### src/rtl/demux1x2_stage.sv
// demux1x2_stage: registered 1-to-2 demultiplexing pipeline stage.
// Each word arrives with a select bit and is delivered to exactly one of two
// consumers, in strict arrival order. A two-entry skid buffer (head + skid)
// keeps full throughput while in_ready is driven straight from a register.
//
// Ports:
//   clk, rst              rising-edge clock, asynchronous active-high reset
//   flush                 synchronous discard of all buffered entries
//   in_valid/in_ready     upstream handshake; in_data word, in_sel destination
//   out1_valid/out1_ready consumer 1 handshake (head.sel == 0), out1_data
//   out2_valid/out2_ready consumer 2 handshake (head.sel == 1), out2_data
//   out1_count/out2_count delivered-word counters (only with DEMUX_COUNT_EN)
//
// Optional feature macro: DEMUX_COUNT_EN (adds the two 16-bit counters).
module demux1x2_stage #(
  parameter int unsigned WIDTH = 16
) (
  input  logic             clk,
  input  logic             rst,
  input  logic             flush,
  input  logic             in_valid,
  output logic             in_ready,
  input  logic [WIDTH-1:0] in_data,
  input  logic             in_sel,
  output logic             out1_valid,
  input  logic             out1_ready,
  output logic [WIDTH-1:0] out1_data,
  output logic             out2_valid,
  input  logic             out2_ready,
  output logic [WIDTH-1:0] out2_data
`ifdef DEMUX_COUNT_EN
  ,
  output logic [15:0]      out1_count,
  output logic [15:0]      out2_count
`endif
);

  localparam int unsigned CNT_W = 16;

  typedef struct packed {
    logic [WIDTH-1:0] data;
    logic             sel;
  } entry_t;

  typedef enum logic [1:0] {
    EMPTY = 2'd0,
    ONE   = 2'd1,
    TWO   = 2'd2
  } state_t;

  state_t state, state_d;
  entry_t head, head_d;
  entry_t skid, skid_d;
  entry_t in_entry;
  logic   accept;
  logic   drain;
  logic   hs1;
  logic   hs2;

  assign in_entry = {in_data, in_sel};
  assign accept   = in_valid && in_ready;
  assign hs1      = out1_valid && out1_ready;
  assign hs2      = out2_valid && out2_ready;
  assign drain    = hs1 || hs2;

  // State and storage registers; in_ready is precomputed from the next state.
  always_ff @(posedge clk or posedge rst) begin
    if (rst) begin
      state    <= EMPTY;
      head     <= '0;
      skid     <= '0;
      in_ready <= 1'b1;
    end else begin
      state    <= state_d;
      head     <= head_d;
      skid     <= skid_d;
      in_ready <= (state_d != TWO);
    end
  end

  // Next state and storage updates; flush wins over accept and drain.
  always_comb begin
    state_d = state;
    head_d  = head;
    skid_d  = skid;
    if (flush) begin
      state_d = EMPTY;
    end else begin
      case (state)
        EMPTY: begin
          if (accept) begin
            head_d  = in_entry;
            state_d = ONE;
          end
        end
        ONE: begin
          if (accept && !drain) begin
            skid_d  = in_entry;
            state_d = TWO;
          end else if (!accept && drain) begin
            state_d = EMPTY;
          end else if (accept && drain) begin
            head_d  = in_entry;
          end
        end
        TWO: begin
          // in_ready is low here, so only a drain can happen.
          if (drain) begin
            head_d  = skid;
            state_d = ONE;
          end
        end
        default: state_d = EMPTY;
      endcase
    end
  end

  // Outputs decoded from registered state and head entry.
  always_comb begin
    out1_valid = (state != EMPTY) && !head.sel;
    out2_valid = (state != EMPTY) && head.sel;
    out1_data  = head.data;
    out2_data  = head.data;
  end

`ifdef DEMUX_COUNT_EN
  // Delivered-word counters; they count through flush and wrap naturally.
  always_ff @(posedge clk or posedge rst) begin
    if (rst) begin
      out1_count <= '0;
      out2_count <= '0;
    end else begin
      if (hs1) out1_count <= out1_count + CNT_W'(1);
      if (hs2) out2_count <= out2_count + CNT_W'(1);
    end
  end
`endif

endmodule

### config.mk
export PLATFORM = sky130hd
export DESIGN_NAME = demux1x2_stage
export DESIGN_NICKNAME = d
export VERILOG_FILES = /design/src/rtl/demux1x2_stage.sv
export SDC_FILE = /design/constraint.sdc
export NUM_CORES = 1
export LEC_CHECK = 0
export BUFFER_PORTS_ARGS = -buffer_cell sky130_fd_sc_hd__buf_4
export CAP_MARGIN = 20
export CORE_MARGIN = 10
export CORE_UTILIZATION = 26
export DETAILED_ROUTE_END_ITERATION = 12
export PLACE_DENSITY_LB_ADDON = 0.25
export SLEW_MARGIN = 20
export SYNTH_ARGS = -nofsm -noshare
export SYNTH_HDL_FRONTEND = slang
export SYNTH_SLANG_ARGS = --single-unit
### constraint.sdc
create_clock -name clk -period 2.6 [get_ports clk]
set_input_delay 0.13 -clock clk [delete_from_list [all_inputs] [get_ports clk]]
set_output_delay 0.13 -clock clk [all_outputs]
set_load 0.005 [all_outputs]
==> impl_metrics.yaml <==
yosys:
  synthAdderAreaFrac_pct: 0
  synth_area_leaders: "dfrtp_1 (45%), mux2_2 (23%), buf_4 (12%)"
  postSynthAreaPerCell_um2: 13.7
  synth-simple-area-share_pct: 3.20
  syn_inst: 146
  synth_compound_area_share_pct: 2.07
  synth_top_area_cell: "dfrtp_1"
  mappedNetlistNets: 169
  synth-seq-cells: 37
  synth.area.mux_share_pct: 32.5
  syn_area_um2: 1990
  synth.distinct_cells: 23
  ys_seq_area_share_pct: 46.5
  synthXorXnorAreaFrac_pct: 0.439
  synth_top_family_by_area: "multiplexers"
  synth_top_area_share_pct: 45.2
  ys_warn_count: 0
critical_path:
  crit_required_ns: 2.77
  start_kind: "register"
  crit_path_max_incr_delay_ns: 0.47
  end_kind: "register"
  slowest_stage: "dfrtp_1"
  path_cells: "nand4b_1 > nor3_4 > buf_4 > mux2_2"
  critical_path.top_delay_family: "simple AND/OR/NAND/NOR gates"
  worstSetupPathType: "register to register"
  crit_fanout: 9
  path_buf_inv: 1
  arrival_ns: 2.10
layout:
  syn_to_final_growth_pct: 21.0
  final_area_um2: 2410
  n_fill_cell: 757
  drive_gt1_share_pct: 69.3
  finalNetCount: 201
  diodes: 0
die:
  initial_core_util_pct: 27.0
  std_cell_rows: 31
  dieArea_um2: 11600
  io_pins: 58
  die_h_um: 108
  die_w_um: 108
  core_um2: 7370
detailed_routing:
  avgRoutedWirePerCell_um: 14.3
  drcViolationCount: 0
  vias_per_cell: 4.05
  drt_iter0_markers: 19
  vias: 1125
  antenna_left: 0
  drt-total-wl_mm: 3.98
  drtPass1Iterations: 2
placed_design:
  post_dp_cell_area_um2: 2280
  place_congestion: 0.655
  post-place-ws_ns: 0.653
  numPortBuffers: 57
  hpwl_mm: 3.07
global_route:
  grt-ovfl-total: 0
  grt_pass1_wl_mm: 6.21
  grt_max_degree: 19
  grt_pass1_vias: 1153
  grt_antenna_before_repair: 0
  grt.total_usage_pct: 6.79
clock_tree:
  cts_max_path_buffers: 2
  post_cts_buffers: 0
  cts_resized: 0
  clock-sinks: 37
  cts_root_buf: "clkbuf_8"
  htreeDepth: 2
  cts_tree: "built"
  path_clk_slew_ns: 0.08
  clk_latency_ns: 0.28
  cts_buffers: 5
  cts.hold.buffers_added: 1
timing:
  hold_viol: 0
  final-setup-viol-count: 0
  skew_ns: 0.00589
  slew_viol_final: 0
  post-route-period-util_pct: 74.1
  fmax_ghz: 0.519
  tightest_slew_ns: 0.673
  min_period_ns: 1.93
  rsz0062_at_grt: "false"
  setup_slack_ns: 0.674
  tns_ns: 0
  slew_headroom_pct: 55.1
power:
  p_per_area_nw_per_um2: 892
  power.leakage_nw: 1.10
  irDropWorstVdd_mv: 0.365
min_path:
  min_path_type: "input port to register"
status:
  outcome: "finished, final reports clean"
flow_run:
  maxCapViolCount: 0
[Yosys cell counts]
library cell / number
a211o_1: 1
a21boi_0: 1
a21oi_1: 1
and2_1: 1
buf_12: 1
buf_2: 3
buf_4: 32
buf_6: 2
dfrtp_1: 36
dfstp_2: 1
inv_1: 2
mux2_2: 41
mux2_4: 11
mux2i_1: 2
nand2b_1: 1
nand4b_1: 1
nor2_1: 2
nor2b_1: 2
nor3_4: 1
o221a_1: 1
o32ai_1: 1
or2_2: 1
xnor2_1: 1
[per-layer routing]
metal	up-vias	track usage (%)	routed length (um)	part of all wire (%)
met5	-	0	0	0
met4	0	1.72	16	0.40
met3	3	3.59	353	8.9
met2	42	9.41	1730	43
met1	536	8.95	1880	47
li1	544	-	-	-
[final timing paths]
check                               from            to  slack [ns]  cells after the start
worst max-delay path            state[1]       skid[1]        0.67                      4
worst min-delay path              in_sel       skid[0]        0.08                      2
worst max register to register  state[1]       skid[1]        0.67                      4
worst min register to register  skid[13]      skid[13]        0.51                      1
max in group asynchronous            rst      in_ready        1.39                      4
min in group asynchronous            rst  out1_data[4]        0.51                      3
[power by group]
| group | total [mW] | internal, mW | switching [mW] |
|---|---|---|---|
| Combinational | 0.690 | 0.478 | 0.212 |
| Sequential | 0.942 | 0.802 | 0.140 |
| Clock | 0.519 | 0.313 | 0.206 |
[layout make-up]
type	count	area, um2	area share, %
Multi-Input combinational cell	69	761	31.6
Inverter	2	7.51	0.311
Clock inverter	1	30.0	1.25
Timing Repair Buffer	63	475	19.7
Clock buffer	7	86.3	3.58
Sequential cell	37	927	38.5
Tap cell	99	124	5.14
[cells in the final DEF (no fill, tap or decap), types with 2 or more instances in the layout]
| cell type | synthesis | routed |
|---|---|---|
| buf_4 | 32 | 62 |
| clkbuf_8 | 0 | 6 |
| dfrtp_1 | 36 | 36 |
| inv_1 | 2 | 2 |
| mux2_2 | 41 | 41 |
| mux2_4 | 11 | 11 |
| mux2i_1 | 2 | 2 |
| nor2_1 | 2 | 2 |
| nor2b_1 | 2 | 2 |
[state kept, by name (all words and copies together) (netlist names)]
register / count
skid: 17
out1_data: 16
state: 2
head: 1
in_ready: 1
[worst reg2reg max path: stages (launching register included)]
cell	delay, ns
dfrtp_1	0.47
nand4b_1	0.29
nor3_4	0.44
buf_4	0.27
mux2_2	0.35
[kinds of logic after synthesis]
logic type / count (synthesis)
and+or+nand+nor: 9
DFF: 37
muxes: 54
xor gates and xnor gates: 1
AOI/OAI and AO/OA: 5
buffers and inverters: 40
[metrics by stage]
stage / std cells / hold WS (ns) / utilization [%] / power (mW)
finish: 278 / 0.0846 / 32.7 / 2.15
global route: 278 / 0.0689 / 32.7 / 2.29
CTS: 278 / 0.0769 / 32.7 / 2.19
detailed placement: 269 / 0.287 / 31.0 / 1.66
global placement: 269 / 0.286 / 31.0 / 1.66
floorplan: 146 / 0.241 / - / 1.51
(Power assumes the default switching activity.)
